$ cat src/rtl/alu_arbiter.sv
`default_nettype none
// ============================================================================
// Module   : alu_arbiter (with helper module alu)
// Purpose  : Two-requester round-robin front end for one shared ALU. A
//            requester is granted in IDLE, its operands are latched, the ALU
//            result is registered in EXEC, and the result is held in RESP
//            until the owning requester takes it.
// Ports    : clk, reset                  - clock, synchronous active-high reset
//            reqX_valid/ready            - request handshake, X = 0/1
//            reqX_a/b/op                 - operands and opcode of requester X
//            respX_valid/ready           - response handshake, X = 0/1
//            resp_result, resp_carry     - shared registered result and carry
//            busy                        - high whenever the FSM is not IDLE
//            ops_done                    - completed response handshakes (wraps)
// Revision : 1.0 - initial release
// ============================================================================

// ----------------------------------------------------------------------------
// alu: purely combinational. op 00 add, 01 sub (a-b), 10 and, 11 or.
// Carry: add -> carry out of MSB; sub -> 1 when a >= b (no borrow); logic -> 0.
// ----------------------------------------------------------------------------
module alu #(
  parameter int WIDTH = 8
) (
  input  logic [WIDTH-1:0] a,
  input  logic [WIDTH-1:0] b,
  input  logic [1:0]       op,
  output logic [WIDTH-1:0] y,
  output logic             carry
);

  logic [WIDTH:0] sum;

  always_comb begin
    sum   = {1'b0, a} + {1'b0, b};
    y     = '0;
    carry = 1'b0;
    case (op)
      2'b00: begin
        y     = sum[WIDTH-1:0];
        carry = sum[WIDTH];
      end
      2'b01: begin
        y     = a - b;
        carry = (a >= b);
      end
      2'b10:   y = a & b;
      default: y = a | b;
    endcase
  end

endmodule

// ----------------------------------------------------------------------------
// alu_arbiter: top level
// ----------------------------------------------------------------------------
module alu_arbiter #(
  parameter int WIDTH = 8
) (
  input  logic             clk,
  input  logic             reset,
  input  logic             req0_valid,
  output logic             req0_ready,
  input  logic [WIDTH-1:0] req0_a,
  input  logic [WIDTH-1:0] req0_b,
  input  logic [1:0]       req0_op,
  input  logic             req1_valid,
  output logic             req1_ready,
  input  logic [WIDTH-1:0] req1_a,
  input  logic [WIDTH-1:0] req1_b,
  input  logic [1:0]       req1_op,
  output logic             resp0_valid,
  input  logic             resp0_ready,
  output logic             resp1_valid,
  input  logic             resp1_ready,
  output logic [WIDTH-1:0] resp_result,
  output logic             resp_carry,
  output logic             busy,
  output logic [15:0]      ops_done
);

  typedef enum logic [1:0] {
    IDLE = 2'd0,
    EXEC = 2'd1,
    RESP = 2'd2
  } state_t;

  state_t           state_q,      state_d;
  logic [WIDTH-1:0] a_q,          a_d;
  logic [WIDTH-1:0] b_q,          b_d;
  logic [1:0]       op_q,         op_d;
  logic             owner_q,      owner_d;
  logic             last_grant_q, last_grant_d;
  logic [WIDTH-1:0] result_q,     result_d;
  logic             carry_q,      carry_d;
  logic [15:0]      ops_done_q,   ops_done_d;

  logic             grant_id;
  logic             accept;
  logic             owner_ready;
  logic [WIDTH-1:0] alu_y;
  logic             alu_carry;

  // The ALU only ever sees the latched operands, so requesters are free to
  // change their inputs once they have been accepted.
  alu #(.WIDTH(WIDTH)) u_alu (
    .a     (a_q),
    .b     (b_q),
    .op    (op_q),
    .y     (alu_y),
    .carry (alu_carry)
  );

  always_comb begin
    // Round robin: with both pending, favour the one not granted last time.
    // With a single requester, req1_valid alone selects requester 1.
    if (req0_valid && req1_valid) grant_id = ~last_grant_q;
    else                          grant_id = req1_valid;

    // Reset gates acceptance so ready never rises while reset is asserted.
    accept      = (state_q == IDLE) && (req0_valid || req1_valid) && !reset;
    req0_ready  = accept && !grant_id;
    req1_ready  = accept &&  grant_id;

    // Only the owner's response ready can complete the transaction.
    owner_ready = owner_q ? resp1_ready : resp0_ready;

    state_d      = state_q;
    a_d          = a_q;
    b_d          = b_q;
    op_d         = op_q;
    owner_d      = owner_q;
    last_grant_d = last_grant_q;
    result_d     = result_q;
    carry_d      = carry_q;
    ops_done_d   = ops_done_q;

    case (state_q)
      IDLE: begin
        if (accept) begin
          a_d          = grant_id ? req1_a  : req0_a;
          b_d          = grant_id ? req1_b  : req0_b;
          op_d         = grant_id ? req1_op : req0_op;
          owner_d      = grant_id;
          last_grant_d = grant_id;
          state_d      = EXEC;
        end
      end
      EXEC: begin
        result_d = alu_y;
        carry_d  = alu_carry;
        state_d  = RESP;
      end
      RESP: begin
        if (owner_ready) begin
          ops_done_d = ops_done_q + 16'd1;
          state_d    = IDLE;
        end
      end
      default: state_d = IDLE;
    endcase
  end

  always_ff @(posedge clk) begin
    if (reset) begin
      state_q      <= IDLE;
      a_q          <= '0;
      b_q          <= '0;
      op_q         <= 2'b00;
      owner_q      <= 1'b0;
      last_grant_q <= 1'b1;  // requester 0 wins the first contention
      result_q     <= '0;
      carry_q      <= 1'b0;
      ops_done_q   <= 16'd0;
    end else begin
      state_q      <= state_d;
      a_q          <= a_d;
      b_q          <= b_d;
      op_q         <= op_d;
      owner_q      <= owner_d;
      last_grant_q <= last_grant_d;
      result_q     <= result_d;
      carry_q      <= carry_d;
      ops_done_q   <= ops_done_d;
    end
  end

  assign resp0_valid = (state_q == RESP) && !owner_q;
  assign resp1_valid = (state_q == RESP) &&  owner_q;
  assign resp_result = result_q;
  assign resp_carry  = carry_q;
  assign busy        = (state_q != IDLE);
  assign ops_done    = ops_done_q;

endmodule
`default_nettype wire

$ cat config.mk
export PLATFORM = sky130hd
export DESIGN_NAME = alu_arbiter
export DESIGN_NICKNAME = d
export VERILOG_FILES = /design/src/rtl/alu_arbiter.sv
export SDC_FILE = /design/constraint.sdc
export NUM_CORES = 1
export LEC_CHECK = 0
export BUFFER_PORTS_ARGS = -buffer_cell sky130_fd_sc_hd__buf_2
export CORE_UTILIZATION = 58
export CTS_CLUSTER_DIAMETER = 120
export DETAILED_ROUTE_END_ITERATION = 6
export PLACE_DENSITY = 0.85
export SKIP_CTS_REPAIR_TIMING = 1
export SLEW_MARGIN = 20
export SYNTH_ARGS = -nofsm -noshare
export SYNTH_HDL_FRONTEND = slang
export SYNTH_SLANG_ARGS = --single-unit
$ cat constraint.sdc
create_clock -name clk -period 3.4 [get_ports clk]
set_input_delay 0.85 -clock clk [delete_from_list [all_inputs] [get_ports clk]]
set_output_delay 0.85 -clock clk [all_outputs]
set_load 0.02 [all_outputs]
== Word-level counts from Yosys, hierarchy flattened ==
Index checks and enable logic that the tools add are counted.

* Flip-flop bits (word level): 47
* Input bits: 42
* Output and inout port bits: 30
* Logic and storage cells: 49

* $add $sub $neg: 3
* Order comparisons: 1
* Equality and inequality tests: 6
* Multiplexer cells: 10
* Bitwise logic cells: 3
* Reduce and logical (&&, ||, !) cells: 17

{| class="wikitable"
|+ Operators with widths
! operator !! count
|-
| $pmux W8 S3 || 1
|-
| $add A16 B1 Y16 const B || 1
|-
| $mux W8 || 2
|-
| $add A8 B8 Y9 || 1
|-
| $and A8 B8 Y8 || 1
|-
| $ge A8 B8 Y1 || 1
|-
| $or A8 B8 Y8 || 1
|-
| $sub A8 B8 Y8 || 1
|-
| $logic_and A1 B1 Y1 || 7
|-
| $mux W2 || 3
|-
| $pmux W2 S3 || 1
|-
| $reduce_and A2 Y1 || 3
|-
| $eq A2 B1 Y1 const B || 2
|-
| $eq A2 B2 Y1 const B || 2
|-
| $logic_not A2 Y1 || 2
|-
| $ne A2 B2 Y1 const B || 2
|-
| $logic_not A1 Y1 || 3
|-
| $mux W1 || 2
|-
| $pmux W1 S2 || 1
|-
| $reduce_bool A2 Y1 || 1
|-
| $logic_or A1 B1 Y1 || 1
|-
| $not A1 Y1 || 1
|}

== Depth between registers and ports, before layout ==
* Word-level depth: 5
* Gate-level depth with buffers: 8

== By module ==
Synthesis repeated with hierarchy kept, for this count alone.

* Cells, all modules: 357
* Area total of the unflattened synthesis: 2925.3 um^2

{| class="wikitable"
|+ Modules (own cells, without submodules)
! module !! times used !! cells an instance !! area each (um^2) !! sequential area each (um^2)
|-
| alu_arbiter || 1 || 209 || 1879.3 || 940.9
|-
| alu || 1 || 148 || 1046.0 || 0.0
|}

== Worst setup path after synthesis ==
Ideal clock, no wire load.

* Path type: input to output
* Start: input port req1_valid
* End: output port req1_ready
* Data arrival time: 1785 ps
* Required time: 2550 ps
* Slack: 765 ps
* Stages: 3
* Path buffers: 1
* Cells stage by stage: a21boi_1 -> clkbuf_1 -> and2_1

* Cells in the longest elaborated chain, start to end: 4

{| class="wikitable"
|+ RTL lines
! what !! RTL line !! source
|-
| start, declared || 67 || <nowiki>input logic req1_valid,</nowiki>
|-
| $logic_or A1 B1 Y1 || 121 || <nowiki>accept = (state_q == IDLE) && (req0_valid || req1_valid) && !reset;</nowiki>
|-
| $logic_and A1 B1 Y1 (2 in series) || 121 ||
|-
| $logic_and A1 B1 Y1 (*) || 123 || <nowiki>req1_ready = accept && grant_id;</nowiki>
|-
| end, declared || 68 || <nowiki>output logic req1_ready,</nowiki>
|}

Mark *: on every way between the ends. The rest lies on a longest branch, timed or not.

== Worst setup path after layout ==
* Start: register state_q[1]
* End: output port req1_ready

* Cells in the longest elaborated chain, start to end: 4

{| class="wikitable"
|+ RTL lines
! what !! RTL line !! source
|-
| start, declared || 88 || <nowiki>state_t state_q, state_d;</nowiki>
|-
| start signal, assigned || 176 || <nowiki>state_q <= state_d;</nowiki>
|-
| $logic_not A2 Y1 || 121 ||
|-
| $logic_and A1 B1 Y1 (2 in series) || 121 ||
|-
| $logic_and A1 B1 Y1 || 123 ||
|}

No other way between the ends.

==> run metrics <==
leftover overflow at the end of global routing=0; sum of net half-perimeters after detailed placement=around 5200 um; peak supply drop=around 250 uV; Global Route Usage Sum=26.0%; Synth async-reset ratio=0%; routability congestion estimate from global placement=between 0.9 and 1; # placed instances=~490; Crit-path slowest cell=sky130_fd_sc_hd__dfxtp_1; final sum of negative setup slack=0 ns; drt via density=5.62; final antenna-violating net count=0; buffer levels on the longest clock path=2; number of sinks driven by the clock tree=between 40 and 50; path length in cells of the critical path=5; count of flip-flops with a built-in enable after synthesis=0; power density cells=slightly above 400 nW/um^2; warnings from Yosys=0; total power=1.46 mW; maximum number of pins on one net before global-route repair=38; Design Area, Final=3520 sq um; outcome=completed; Synth Net Count=around 440; NumNets Final=around 500; area grow syn2layout=15.7%; first-pass iteration count of the detailed router=4; number of design rule violations left after detail routing=0; ANT cells=0; mapped cell area=a little over 3000 sq um; internal reg-to-reg setup slack=around 1 ns; fraction of final layout cells with drive strength greater than 1=between 20% and 30%; Num CTS Buffers=5; maximum fanout along the worst path=6; TritonCTS clock tree=yes; hold_sp=resp_result[2]; maximum clock frequency=385 MHz; Via Count=2805; Top Metal Used=met4; FP Rows=26; worst clock skew on the final layout=between 0.007 and 0.008 ns; CP cell instances=or2_2 > or2_2 > nor2_1 > and2_1 > buf_2; count of final hold-check violations=0; sequential share of the synthesized area=between 30% and 40%; clock slew at reported path FFs=0.09 ns; die outline area=between 5000 and 6000 sq um; number of H-tree levels=2; post-synthesis cell count=between 300 and 400; final count of negative-setup-slack endpoints=0; largest delay contributor family on the critical path=simple AND/OR/NAND/NOR gates; via count of the first global-routing pass=~2400; clock latency of the later-clocked register in the worst-skew pair=~0.30 ns; die span in y=74.4 um; Port-buffer cells=71; largest incremental delay on the critical path=0.36 ns; Root Buffer=sky130_fd_sc_hd__clkbuf_8; synthesized flop and latch total=47; arrival time worst endpoint=1.75 ns; count of max-cap constraint violations=0; number of pins with negative max-slew slack in the final report=0; synth unique cells=just under 50; DRC violation total after the first TritonRoute iteration=~240; routed wire length on met3=roughly 340 um; CP endpoint kind=output port; Hold Crit Endpoint=resp_result[2]; global-route wire length before repair=between 10000 and 15000 um; most common flop cell mapped by yosys=sky130_fd_sc_hd__dfxtp_1; startpoint of the most critical register-to-register path=a_q[2]; Max transition margin=between 40% and 50%; number of cell instances on the worst register-to-register path=7; wl on met1=roughly 3200 um; total of fill cells in the finished design=around 430; time the worst path needs with I/O delays and setup=roughly 2.6 ns; num ports=72; Total Routed Length=roughly 6900 um; type of the most critical hold path=reg2reg; standard cell area after detailed placement=approximately 3400 sq um; post-synthesis area per instance=between 8 and 9 sq um; transition time at the pin with the least slew margin=roughly 0.8 ns; initial standard-cell utilization of the core=roughly 60%; capture point of the worst reg-to-reg path=resp_result[5]; antenna violations before repair=0; Crit path required time=2.55 ns; final cell count without fillers=between 400 and 500; die boundary width=approximately 74 um; RSZ-0062 raised after global routing=false; cell count of the worst hold path=2; Worst setup SP type=register; Static Leak=1.60 nW; DR WL/cell=roughly 14 um; met2 routed wirelength=3250 um; Hold Slack=about 0.49 ns; critical path buffer and inverter count=1; crit share post-route=between 70% and 80%; cell type with the highest occurrence count on the critical path=sky130_fd_sc_hd__or2_2; WS Path Type=reg2out; core region area=roughly 5100 sq um
layout by cell type (no fill, tap or decap), types with 6 or more instances in the layout:
cell and n:
sky130_fd_sc_hd__nand3_1 6, sky130_fd_sc_hd__nor3_1 7, sky130_fd_sc_hd__ha_1 27, sky130_fd_sc_hd__inv_1 26
sky130_fd_sc_hd__buf_2 71, sky130_fd_sc_hd__xnor2_1 10, sky130_fd_sc_hd__xor2_1 8, sky130_fd_sc_hd__mux2i_1 20
sky130_fd_sc_hd__o21ai_0 6, sky130_fd_sc_hd__a21oi_1 18, sky130_fd_sc_hd__nand2_1 21, sky130_fd_sc_hd__nor2_1 52
sky130_fd_sc_hd__o211ai_1 6, sky130_fd_sc_hd__nand4_1 6, sky130_fd_sc_hd__a211oi_1 22, sky130_fd_sc_hd__and3_1 7
sky130_fd_sc_hd__dfxtp_1 47
cells in the mapped netlist (2+ instances only):
master                      count  share of area [%]
sky130_fd_sc_hd__nor3b_1        2               0.49
sky130_fd_sc_hd__inv_1         26                3.2
sky130_fd_sc_hd__xnor2_1       10                2.9
sky130_fd_sc_hd__o211a_1        2               0.66
sky130_fd_sc_hd__nor3_1         7                1.2
sky130_fd_sc_hd__buf_2          3               0.49
sky130_fd_sc_hd__nor4_1         2               0.41
sky130_fd_sc_hd__o211ai_1       6                1.5
sky130_fd_sc_hd__and3_1         7                1.4
sky130_fd_sc_hd__nor2_1        53                6.5
sky130_fd_sc_hd__o21ai_0        6               0.99
sky130_fd_sc_hd__o31ai_1        2               0.49
sky130_fd_sc_hd__a21oi_1       18                3.0
sky130_fd_sc_hd__mux2i_1       20                6.6
sky130_fd_sc_hd__fa_1           2                1.3
sky130_fd_sc_hd__buf_1          2               0.25
sky130_fd_sc_hd__ha_1          27                 11
sky130_fd_sc_hd__o2111a_1       2               0.74
sky130_fd_sc_hd__nand3_1        6               0.99
sky130_fd_sc_hd__o2111ai_1      3               0.86
sky130_fd_sc_hd__xor2_1         8                2.3
sky130_fd_sc_hd__nand2_1       21                2.6
sky130_fd_sc_hd__and2_1         3               0.62
sky130_fd_sc_hd__dfxtp_1       47                 31
sky130_fd_sc_hd__or3_1          3               0.62
sky130_fd_sc_hd__nor2b_1        5                1.0
sky130_fd_sc_hd__a211o_1        2               0.58
sky130_fd_sc_hd__a31oi_1        3               0.62
sky130_fd_sc_hd__nand4_1        6                1.2
sky130_fd_sc_hd__or2_2          2               0.41
sky130_fd_sc_hd__clkbuf_1      16                2.0
sky130_fd_sc_hd__nand2b_1       4               0.82
sky130_fd_sc_hd__o311ai_0       2               0.58
sky130_fd_sc_hd__a211oi_1      22                5.4
sky130_fd_sc_hd__a21o_1         4               0.99
area by class of cell:
| type | count | area [sq um] | area share, % |
|---|---|---|---|
| multi-input combinational | 273 | 1920 | 54.6 |
| sequential | 47 | 941 | 26.7 |
| timing repair buffer | 75 | 385 | 10.9 |
| inverter | 26 | 97.6 | 2.77 |
| tap | 70 | 87.6 | 2.49 |
| clock buffer | 5 | 68.8 | 1.95 |
| clock inverter | 3 | 18.8 | 0.533 |
logic make-up after synthesis:
family	Yosys count	synth area share (%)
fa+ha+maj	29	12.4
flops	47	30.9
simple gates	126	19.9
xor+xnor	18	5.18
compound gates	79	18.2
mux	21	7.32
buf+inv	48	6.08
registers in the layout, summed over array words and instances (netlist names):
name	flops
last_grant_q	1
owner_q	1
resp_carry	1
ops_done	16
resp_result	8
a_q	8
state_q	2
op_q	2
b_q	8
metal layers:
metal,GRT usage (%),up-vias
met3,4.88,11
met4,7.97,0
li1,-,1405
met5,0,-
met2,41.0,87
met1,36.0,1302
worst register-to-register path, cell delays in order (launching register included):
cell and delay [ns]:
sky130_fd_sc_hd__dfxtp_1 0.42, sky130_fd_sc_hd__inv_1 0.07, sky130_fd_sc_hd__ha_1 0.42, sky130_fd_sc_hd__nor3_1 0.28
sky130_fd_sc_hd__nor3_1 0.11, sky130_fd_sc_hd__o311ai_0 0.48, sky130_fd_sc_hd__o21ai_0 0.22, sky130_fd_sc_hd__a211o_1 0.29
metrics by stage:
stage / worst slack (ns) / utilization, %
2_1_floorplan: 0.765 / -
3_3_place_gp: 0.879 / 67.7
3_5_place_dp: 0.848 / 67.7
4_1_cts: 0.800 / 69.4
5_1_grt: 0.714 / 69.4
6_report: 0.801 / 69.4
report_power, final:
part / leakage (nW) / switching (mW) / internal, mW
logic: 1.17 / 0.270 / 0.199
clock network: 0.0483 / 0.193 / 0.145
registers: 0.385 / 0.0561 / 0.595
total: 1.60 / 0.519 / 0.939
worst max path at each step:
| stage | from | endpoint | slack [ns] |
|---|---|---|---|
| floorplan | req1_valid | req1_ready | 0.76 |
| global placement | req0_valid | req1_ready | 0.88 |
| detailed placement | req0_valid | req1_ready | 0.85 |
| CTS | state_q[1] | req1_ready | 0.80 |
| global route | state_q[1] | req1_ready | 0.71 |
| finish | state_q[1] | req1_ready | 0.80 |
Power figures use the tool's default switching activity.
